===== src/rtl/response_tx_queue_pkg.sv =====
// Shared types and constants for the response transmit path.
package response_tx_queue_pkg;

    localparam int FRAME_W = 16;
    localparam int BYTE_W  = 8;

    // Byte order on the wire: the code byte goes out before the data byte.
    localparam bit CODE_FIRST = 1'b1;

    typedef enum logic [2:0] {
        ST_IDLE,
        ST_LOAD_CODE,
        ST_WAIT_CODE,
        ST_LOAD_DATA,
        ST_WAIT_DATA
    } tx_state_e;

    // One queued response. The code byte occupies the upper half of the entry.
    typedef struct packed {
        logic [BYTE_W-1:0] code;
        logic [BYTE_W-1:0] data;
    } frame_t;

    // Selects the byte of a frame that goes out first or second.
    function automatic logic [BYTE_W-1:0] frame_byte(input frame_t f, input logic first_byte);
        return (first_byte == CODE_FIRST) ? f.code : f.data;
    endfunction

endpackage


===== src/rtl/response_tx_queue_if.sv =====
// Producer/consumer signal bundle around the response transmit queue.
interface response_tx_queue_if;

    logic       has_response;
    logic [7:0] response_code;
    logic [7:0] response_data;
    logic       transmission_done;
    logic       has_data;
    logic [7:0] data_to_send;
    logic       queue_full;
    logic       queue_empty;
    logic       overflow;
    logic       timeout_error;
    logic [7:0] dropped_count;

    // Environment side: ResponseHandler and UART_TX.
    modport master (
        output has_response, response_code, response_data, transmission_done,
        input  has_data, data_to_send, queue_full, queue_empty,
               overflow, timeout_error, dropped_count
    );

    // Queue side.
    modport slave (
        input  has_response, response_code, response_data, transmission_done,
        output has_data, data_to_send, queue_full, queue_empty,
               overflow, timeout_error, dropped_count
    );

endinterface


===== src/rtl/response_tx_queue_sync_fifo.sv =====
// Generic synchronous circular-buffer FIFO with registered full/empty flags.
module sync_fifo #(
    parameter int DEPTH      = 4,
    parameter int WIDTH      = 16,
    parameter int ADDR_WIDTH = $clog2(DEPTH)
) (
    input  logic                  clock,
    input  logic                  reset_n,
    input  logic                  push,
    input  logic                  pop,
    input  logic [WIDTH-1:0]      wr_data,
    output logic [WIDTH-1:0]      rd_data,
    output logic                  full,
    output logic                  empty,
    output logic [ADDR_WIDTH:0]   count
);

    localparam logic [ADDR_WIDTH:0]   DEPTH_C = (ADDR_WIDTH+1)'(DEPTH);
    localparam logic [ADDR_WIDTH:0]   CNT_ONE = (ADDR_WIDTH+1)'(1);
    localparam logic [ADDR_WIDTH-1:0] PTR_ONE = ADDR_WIDTH'(1);

    logic [WIDTH-1:0]      mem_q [DEPTH];
    logic [ADDR_WIDTH-1:0] wr_ptr_q, wr_ptr_d;
    logic [ADDR_WIDTH-1:0] rd_ptr_q, rd_ptr_d;
    logic [ADDR_WIDTH:0]   count_q, count_d;
    logic                  full_q, full_d;
    logic                  empty_q, empty_d;
    logic                  do_push, do_pop;

    // A push into a full FIFO is accepted only when the head leaves in the same cycle.
    assign do_pop  = pop && !empty_q;
    assign do_push = push && (!full_q || do_pop);

    // Next pointer, occupancy and flag values.
    always_comb begin
        // NOTE: every signal gets a default first so no path leaves it unassigned (no latch).
        wr_ptr_d = wr_ptr_q;
        rd_ptr_d = rd_ptr_q;
        count_d  = count_q;
        if (do_push) wr_ptr_d = wr_ptr_q + PTR_ONE;
        if (do_pop)  rd_ptr_d = rd_ptr_q + PTR_ONE;
        case ({do_push, do_pop})
            2'b10:   count_d = count_q + CNT_ONE;
            2'b01:   count_d = count_q - CNT_ONE;
            default: count_d = count_q;
        endcase
        full_d  = (count_d == DEPTH_C);
        empty_d = (count_d == '0);
    end

    // Pointer, occupancy and flag registers.
    always_ff @(posedge clock or negedge reset_n) begin
        // NOTE: non-blocking assignments so every flop samples pre-edge values.
        if (!reset_n) begin
            wr_ptr_q <= '0;
            rd_ptr_q <= '0;
            count_q  <= '0;
            full_q   <= 1'b0;
            empty_q  <= 1'b1;
        end else begin
            wr_ptr_q <= wr_ptr_d;
            rd_ptr_q <= rd_ptr_d;
            count_q  <= count_d;
            full_q   <= full_d;
            empty_q  <= empty_d;
        end
    end

    // Storage array write port.
    always_ff @(posedge clock) begin
        // NOTE: storage is not reset; an entry is only read after it has been written.
        if (do_push) mem_q[wr_ptr_q] <= wr_data;
    end

    assign rd_data = mem_q[rd_ptr_q];
    assign full    = full_q;
    assign empty   = empty_q;
    assign count   = count_q;

endmodule


===== src/rtl/response_tx_queue.sv =====
// Queues completed responses and serialises each as a code/data byte pair to UART_TX.
module response_tx_queue
    import response_tx_queue_pkg::*;
#(
    parameter int DEPTH          = 4,
    parameter int ADDR_WIDTH     = 2,
    parameter int TIMEOUT_CYCLES = 65535
) (
    input  logic                 clock,
    input  logic                 reset_n,
    response_tx_queue_if.slave   bus
);

    localparam int              TW         = $clog2(TIMEOUT_CYCLES);
    localparam logic [TW-1:0]   TIMER_LAST = TW'(TIMEOUT_CYCLES - 1);
    localparam logic [TW-1:0]   TIMER_ONE  = TW'(1);
    localparam logic [ADDR_WIDTH:0] DEPTH_C = (ADDR_WIDTH+1)'(DEPTH);

    tx_state_e           state_q, state_d;
    logic [BYTE_W-1:0]   data_to_send_q, data_to_send_d;
    logic                has_data_q, has_data_d;
    logic                timeout_error_q, timeout_error_d;
    logic                overflow_q, overflow_d;
    logic [7:0]          dropped_count_q, dropped_count_d;
    logic [TW-1:0]       timer_q, timer_d;

    logic                fifo_push, fifo_pop, fifo_full, fifo_empty;
    logic [ADDR_WIDTH:0] fifo_count;
    logic [FRAME_W-1:0]  fifo_rd_data;
    frame_t              head, incoming;
    logic                at_capacity, drop;

    assign incoming = '{code: bus.response_code, data: bus.response_data};
    assign head     = frame_t'(fifo_rd_data);

    sync_fifo #(
        .DEPTH      (DEPTH),
        .WIDTH      (FRAME_W),
        .ADDR_WIDTH (ADDR_WIDTH)
    ) u_fifo (
        .clock   (clock),
        .reset_n (reset_n),
        .push    (fifo_push),
        .pop     (fifo_pop),
        .wr_data (incoming),
        .rd_data (fifo_rd_data),
        .full    (fifo_full),
        .empty   (fifo_empty),
        .count   (fifo_count)
    );

    // A response is dropped only when the queue is full and the head is not leaving.
    assign at_capacity = (fifo_count == DEPTH_C);
    assign drop        = bus.has_response && at_capacity && !fifo_pop;
    assign fifo_push   = bus.has_response && !drop;

    // Transmit sequencer: next state, strobes, per-byte timeout and head release.
    always_comb begin
        state_d         = state_q;
        data_to_send_d  = data_to_send_q;
        has_data_d      = 1'b0;
        timeout_error_d = 1'b0;
        timer_d         = timer_q;
        fifo_pop        = 1'b0;
        case (state_q)
            ST_IDLE: begin
                if (!fifo_empty) state_d = ST_LOAD_CODE;
            end
            ST_LOAD_CODE: begin
                data_to_send_d = frame_byte(head, 1'b1);
                has_data_d     = 1'b1;
                timer_d        = '0;
                state_d        = ST_WAIT_CODE;
            end
            ST_WAIT_CODE: begin
                // A done arriving in the timeout cycle takes priority over the abort.
                if (bus.transmission_done) begin
                    state_d = ST_LOAD_DATA;
                end else if (timer_q == TIMER_LAST) begin
                    fifo_pop        = 1'b1;
                    timeout_error_d = 1'b1;
                    state_d         = ST_IDLE;
                end else begin
                    timer_d = timer_q + TIMER_ONE;
                end
            end
            ST_LOAD_DATA: begin
                data_to_send_d = frame_byte(head, 1'b0);
                has_data_d     = 1'b1;
                timer_d        = '0;
                state_d        = ST_WAIT_DATA;
            end
            ST_WAIT_DATA: begin
                if (bus.transmission_done) begin
                    fifo_pop = 1'b1;
                    state_d  = ST_IDLE;
                end else if (timer_q == TIMER_LAST) begin
                    fifo_pop        = 1'b1;
                    timeout_error_d = 1'b1;
                    state_d         = ST_IDLE;
                end else begin
                    timer_d = timer_q + TIMER_ONE;
                end
            end
            default: state_d = ST_IDLE;
        endcase
    end

    // Overflow strobe and saturating drop counter.
    always_comb begin
        overflow_d      = drop;
        dropped_count_d = dropped_count_q;
        if (drop && (dropped_count_q != 8'hFF)) dropped_count_d = dropped_count_q + 8'd1;
    end

    // Sequencer state and all registered outputs.
    always_ff @(posedge clock or negedge reset_n) begin
        if (!reset_n) begin
            state_q         <= ST_IDLE;
            data_to_send_q  <= 8'h00;
            has_data_q      <= 1'b0;
            timeout_error_q <= 1'b0;
            overflow_q      <= 1'b0;
            dropped_count_q <= 8'h00;
            timer_q         <= '0;
        end else begin
            state_q         <= state_d;
            data_to_send_q  <= data_to_send_d;
            has_data_q      <= has_data_d;
            timeout_error_q <= timeout_error_d;
            overflow_q      <= overflow_d;
            dropped_count_q <= dropped_count_d;
            timer_q         <= timer_d;
        end
    end

    assign bus.has_data      = has_data_q;
    assign bus.data_to_send  = data_to_send_q;
    assign bus.queue_full    = fifo_full;
    assign bus.queue_empty   = fifo_empty;
    assign bus.overflow      = overflow_q;
    assign bus.timeout_error = timeout_error_q;
    assign bus.dropped_count = dropped_count_q;

endmodule


===== src/flat_wrapper.sv =====
// flat-port wrapper written by rule: the top's interface ports become plain ports
module response_tx_queue_flat import response_tx_queue_pkg::*;
#(
    parameter int DEPTH          = 4,
    parameter int ADDR_WIDTH     = 2,
    parameter int TIMEOUT_CYCLES = 65535
)
  (clock, reset_n, bus_has_response, bus_response_code, bus_response_data, bus_transmission_done, bus_has_data, bus_data_to_send, bus_queue_full, bus_queue_empty, bus_overflow, bus_timeout_error, bus_dropped_count);
  response_tx_queue_if bus_i ();
  input  logic clock;
  input  logic reset_n;
  input wire logic [$bits(bus_i.has_response)-1:0] bus_has_response;
  input wire logic [$bits(bus_i.response_code)-1:0] bus_response_code;
  input wire logic [$bits(bus_i.response_data)-1:0] bus_response_data;
  input wire logic [$bits(bus_i.transmission_done)-1:0] bus_transmission_done;
  output wire logic [$bits(bus_i.has_data)-1:0] bus_has_data;
  output wire logic [$bits(bus_i.data_to_send)-1:0] bus_data_to_send;
  output wire logic [$bits(bus_i.queue_full)-1:0] bus_queue_full;
  output wire logic [$bits(bus_i.queue_empty)-1:0] bus_queue_empty;
  output wire logic [$bits(bus_i.overflow)-1:0] bus_overflow;
  output wire logic [$bits(bus_i.timeout_error)-1:0] bus_timeout_error;
  output wire logic [$bits(bus_i.dropped_count)-1:0] bus_dropped_count;
  assign bus_i.has_response = bus_has_response;
  assign bus_i.response_code = bus_response_code;
  assign bus_i.response_data = bus_response_data;
  assign bus_i.transmission_done = bus_transmission_done;
  assign bus_has_data = bus_i.has_data;
  assign bus_data_to_send = bus_i.data_to_send;
  assign bus_queue_full = bus_i.queue_full;
  assign bus_queue_empty = bus_i.queue_empty;
  assign bus_overflow = bus_i.overflow;
  assign bus_timeout_error = bus_i.timeout_error;
  assign bus_dropped_count = bus_i.dropped_count;
  response_tx_queue #(.DEPTH(DEPTH), .ADDR_WIDTH(ADDR_WIDTH), .TIMEOUT_CYCLES(TIMEOUT_CYCLES)) u_core (.clock(clock), .reset_n(reset_n), .bus(bus_i));
endmodule

===== config.mk =====
export PLATFORM = sky130hd
export DESIGN_NAME = response_tx_queue_flat
export DESIGN_NICKNAME = d
export VERILOG_FILES = /design/src/rtl/response_tx_queue_pkg.sv /design/src/rtl/response_tx_queue_if.sv /design/src/rtl/response_tx_queue_sync_fifo.sv /design/src/rtl/response_tx_queue.sv /design/src/flat_wrapper.sv
export SDC_FILE = /design/constraint.sdc
export NUM_CORES = 1
export LEC_CHECK = 0
export ABC_CLOCK_PERIOD_IN_PS = 7190
export CAP_MARGIN = 20
export CORE_UTILIZATION = 50
export DETAILED_ROUTE_END_ITERATION = 16
export PLACE_DENSITY = 0.7
export REMOVE_ABC_BUFFERS = 1
export SKIP_CTS_REPAIR_TIMING = 1
export SLEW_MARGIN = 20
export SYNTH_ARGS = -nofsm -noshare
export SYNTH_HDL_FRONTEND = slang
export SYNTH_SLANG_ARGS = --single-unit

===== constraint.sdc =====
create_clock -name clock -period 7.19 [get_ports clock]
set_input_delay 1.0785 -clock clock [delete_from_list [all_inputs] [get_ports clock]]
set_output_delay 1.0785 -clock clock [all_outputs]
set_load 0.01 [all_outputs]

==> out/summary.log <==
[grt] aggregate global-route resource usage 17.6%
[power_and_ir_drop] static leakage 2.00 nW
[yosys] count of flip-flops with a built-in enable after synthesis 64
[final_layout] fin nets 375
[power_and_ir_drop] fraction of power spent switching nets 32.4%
[grt] initial antenna violation count 0
[critical_path] delay of the slowest cell on the worst path 0.54 ns
[timing] Final Cycle Share 53.0%
[floorplan] die boundary width 98.6 um
[floorplan] core area 0.00889 mm^2
[routing] Total Routed Length 7660 um
[yosys] Yosys reg bits 111
[grt] pin count of the biggest net entering global routing 48
[yosys] Cell Area, Synth 0.00466 mm^2
[grt] global-route wire length before repair 12,800 um
[timing] max_slew headroom 38.0%
[yosys] Synthesis Warnings 0
[power_and_ir_drop] Cell Int Power 1.26 mW
[routing] DRC viols 0
[power_and_ir_drop] P_sw 0.605 mW
[timing] worst setup skew after layout 0.0137 ns
[critical_path] start-to-end type of the worst setup path primary input to flip-flop
[critical_path] Arrival @ worst endpoint 4.12 ns
[floorplan] die outline area 0.00972 mm^2
[routing] vias per cell 5.52
[routing] detailed-route via count 2,533
[final_layout] area added between synthesis and finish 14.1%
[clock_network] clock slew at the register clock pins of the worst setup and hold paths 0.10 ns
[power_and_ir_drop] power share of the sequential group 51.9%
[timing] Tmin final 3.81 ns
[timing] final max-slew violation count 0
[timing] achievable clock frequency 0.263 GHz
[final_layout] fraction of layout cells with a size suffix above 1 14.8%
[yosys] Primary FF master, synth sky130_fd_sc_hd__edfxtp_1
[place] number of placed instances, taps included 443
[yosys] average cell area after synthesis 15.2 um^2
[status] outcome finished, final reports clean
[clock_network] insertion delay of the later-clocked pin in the worst-skew pair 0.38 ns
[yosys] cell count after synthesis 307
[final_layout] multi-input gate area in the final layout 0.00148 mm^2
[clock_network] clock root cell sky130_fd_sc_hd__clkbuf_8
[place] pre-CTS worst setup slack 3.02 ns
[power_and_ir_drop] Power Dens Cells 351 mW/mm^2
[power_and_ir_drop] part of the power in combinational logic 29.4%
[routing] residual antenna-violating net count after detailed routing 0
[critical_path] CP required 7.50 ns
[routing] number of iterations in the first detailed-routing pass 4
[critical_path] Crit path buffers/inverters 2
[final_layout] Finished Cell Area 0.00532 mm^2
[critical_path] cells traversed along the worst timing path clkdlybuf4s50_1 -> nor4b_1 -> nor2_1 -> or3_4 -> a21boi_4 -> inv_1 -> ha_1 -> fa_1 -> mux2_2 -> or2_2 -> nor2b_1
[yosys] library cells used by synthesis 46
[power_and_ir_drop] Tot Pwr 1.87 mW
[place] number of I/O port buffers 40
[clock_network] number of buffers created by CTS 9
[timing] final hold slack 0.489 ns
[critical_path] largest driver fanout on the critical path 7
[final_layout] utilization after layout 59.9%
[floorplan] Core Rows 34
[clock_network] clock tree from TritonCTS done
[hold_path] worst min path class flip-flop to flip-flop
[power_and_ir_drop] clock group share of total power 18.7%
[final_layout] antenna cells 0
[power_and_ir_drop] Max VDD drop 0.195 mV
[job] maxcap violations 0
[timing] total negative setup slack 0 ns
[final_layout] Final Instance Count excl. Fillers 459
[place] placed wire-length estimate 4900 um
[yosys] sequential cell area fraction in the yosys report 66.5%
[floorplan] num ports 41
[critical_path] Critical Path Sink Type flip-flop
[grt] final global-route overflow total 0
[critical_path] cell type of the slowest stage on the worst timing path sky130_fd_sc_hd__clkdlybuf4s50_1
[timing] Worst Slack Setup Final 3.38 ns
[clock_network] H-tree Lvls 3
[critical_path] CP Launch Type primary input
[yosys] proportion of synthesized flip-flops having asynchronous set or reset 42.3%
[final_layout] flip-flop and latch area 0.00310 mm^2
[critical_path] Largest delay share family, worst path simple AND/OR/NAND/NOR gates
[place] placed instance area 0.00513 mm^2
[final_layout] number of filler instances in the final layout 666
[clock_network] sinks on the clock net 111
[timing] Worst Max-Slew Pin Slew 0.930 ns
[grt] number of global-route vias before repair 2,597
[routing] average wire per cell in the routed design 16.7 um
[place] weighted congestion at the end of routability-driven global placement 0.774
[clock_network] worst-case clock buffer depth 2
[timing] final number of hold-violating endpoints 0
[timing] setup repair after global routing missed its margin no
[floorplan] Initial Utilization 52.4%
[timing] count of endpoints failing setup in the final report 0
[floorplan] height of the chip 98.6 um
[routing] Iter 0 DRT Violations 95
## cells in the final DEF (no fill, tap or decap), types with 2 or more instances in the layout
cell type / count
sky130_fd_sc_hd__and2_2: 4
sky130_fd_sc_hd__nand3_1: 10
sky130_fd_sc_hd__clkbuf_8: 10
sky130_fd_sc_hd__nor2_1: 21
sky130_fd_sc_hd__clkdlybuf4s50_1: 39
sky130_fd_sc_hd__a21oi_1: 4
sky130_fd_sc_hd__inv_6: 2
sky130_fd_sc_hd__xor2_1: 9
sky130_fd_sc_hd__nor3_1: 6
sky130_fd_sc_hd__and4_1: 3
sky130_fd_sc_hd__nand4_1: 10
sky130_fd_sc_hd__or3_4: 2
sky130_fd_sc_hd__ha_1: 8
sky130_fd_sc_hd__o21ai_0: 14
sky130_fd_sc_hd__edfxtp_1: 64
sky130_fd_sc_hd__mux2i_1: 9
sky130_fd_sc_hd__and2_1: 4
sky130_fd_sc_hd__inv_1: 8
sky130_fd_sc_hd__dfrtp_1: 45
sky130_fd_sc_hd__mux2_2: 2
sky130_fd_sc_hd__xnor2_1: 15
sky130_fd_sc_hd__mux4_2: 16
sky130_fd_sc_hd__and3_1: 2
sky130_fd_sc_hd__nand2_1: 16
sky130_fd_sc_hd__or3_1: 2
## power groups by stage
| stage | combinational, mW | clock (mW) | sequential, mW |
|---|---|---|---|
| 2_1_floorplan | 0.362 | 0 | 0.963 |
| 3_3_place_gp | 0.547 | 0 | 0.982 |
| 3_5_place_dp | 0.558 | 0 | 0.987 |
| 4_1_cts | 0.561 | 0.361 | 0.973 |
| 5_1_grt | 0.607 | 0.384 | 0.996 |
| 6_report | 0.550 | 0.349 | 0.970 |
## worst min-delay path, cell delays in order (launching register included)
cell                      delay, ns
sky130_fd_sc_hd__dfrtp_1       0.35
sky130_fd_sc_hd__nand2_1       0.04
sky130_fd_sc_hd__o21ai_0       0.06
## synth_stat cells, types with 3 or more instances
cell type,number,share of area (%)
sky130_fd_sc_hd__ha_1,8,2.1
sky130_fd_sc_hd__mux2i_1,9,1.9
sky130_fd_sc_hd__and2_1,4,0.54
sky130_fd_sc_hd__a21oi_1,4,0.43
sky130_fd_sc_hd__nand3_1,10,1.1
sky130_fd_sc_hd__xnor2_1,15,2.8
sky130_fd_sc_hd__clkbuf_1,5,0.40
sky130_fd_sc_hd__and4_1,3,0.56
sky130_fd_sc_hd__and2_2,4,0.64
sky130_fd_sc_hd__nor3_1,6,0.64
sky130_fd_sc_hd__buf_2,5,0.54
sky130_fd_sc_hd__nand4_1,10,1.3
sky130_fd_sc_hd__mux4_2,16,7.7
sky130_fd_sc_hd__nor2_1,21,1.7
sky130_fd_sc_hd__nand2_1,16,1.3
sky130_fd_sc_hd__edfxtp_1,64,41
sky130_fd_sc_hd__o21ai_0,14,1.5
sky130_fd_sc_hd__inv_1,8,0.64
sky130_fd_sc_hd__dfrtp_1,46,25
sky130_fd_sc_hd__xor2_1,9,1.7
## layer usage
metal / part of all wire, % / track usage [%] / vias up
li1: - / - / 1207
met1: 45 / 21.9 / 1264
met2: 50 / 29.8 / 51
met3: 4.0 / 5.60 / 11
met4: 1.1 / 5.17 / 0
met5: 0 / 0 / -
## area by class of cell
type | instances | area share [%]
sequential | 111 | 58.3
multi-input combinational | 176 | 27.7
timing repair buffer | 40 | 7.48
clock buffer | 11 | 2.66
tap | 108 | 2.54
clock inverter | 5 | 0.776
inverter | 8 | 0.564
## state kept, by name (all words and copies together), names as in the netlist
register and cells:
u_core.u_fifo.mem_q 64, u_core.u_fifo.rd_ptr_q 2, u_core.u_fifo.full 1, u_core.bus.data_to_send 8, u_core.bus.has_data 1, u_core.u_fifo.wr_ptr_q 2, u_core.timer_q 16, u_core.bus.overflow 1
u_core.state_q 3, u_core.bus.dropped_count 8, u_core.bus.timeout_error 1, u_core.u_fifo.count 3, u_core.u_fifo.empty 1
## path summary, 6_finish.rpt
| path | startpoint | to | slack (ns) | cells past startpoint |
|---|---|---|---|---|
| max | bus_transmission_done | u_core.u_fifo.full | 3.38 | 11 |
| min | u_core.bus.data_to_send[2] | u_core.bus.data_to_send[2] | 0.49 | 2 |
| max reg2reg | u_core.state_q[1] | u_core.u_fifo.full | 3.80 | 10 |
| min reg2reg | u_core.bus.data_to_send[2] | u_core.bus.data_to_send[2] | 0.49 | 2 |
| max in group asynchronous | reset_n | u_core.u_fifo.rd_ptr_q[0] | 6.05 | 1 |
| min in group asynchronous | reset_n | u_core.bus.dropped_count[3] | 0.71 | 1 |
## cells by family after synthesis
| kind of cell | synth area share [%] |
|---|---|
| flops | 66.5 |
| simple gates | 10.4 |
| mux | 10.5 |
| compound gates | 3.65 |
| xor+xnor | 4.51 |
| buf+inv | 1.90 |
| fa+ha+maj | 2.58 |
Power figures use the tool's default switching activity.
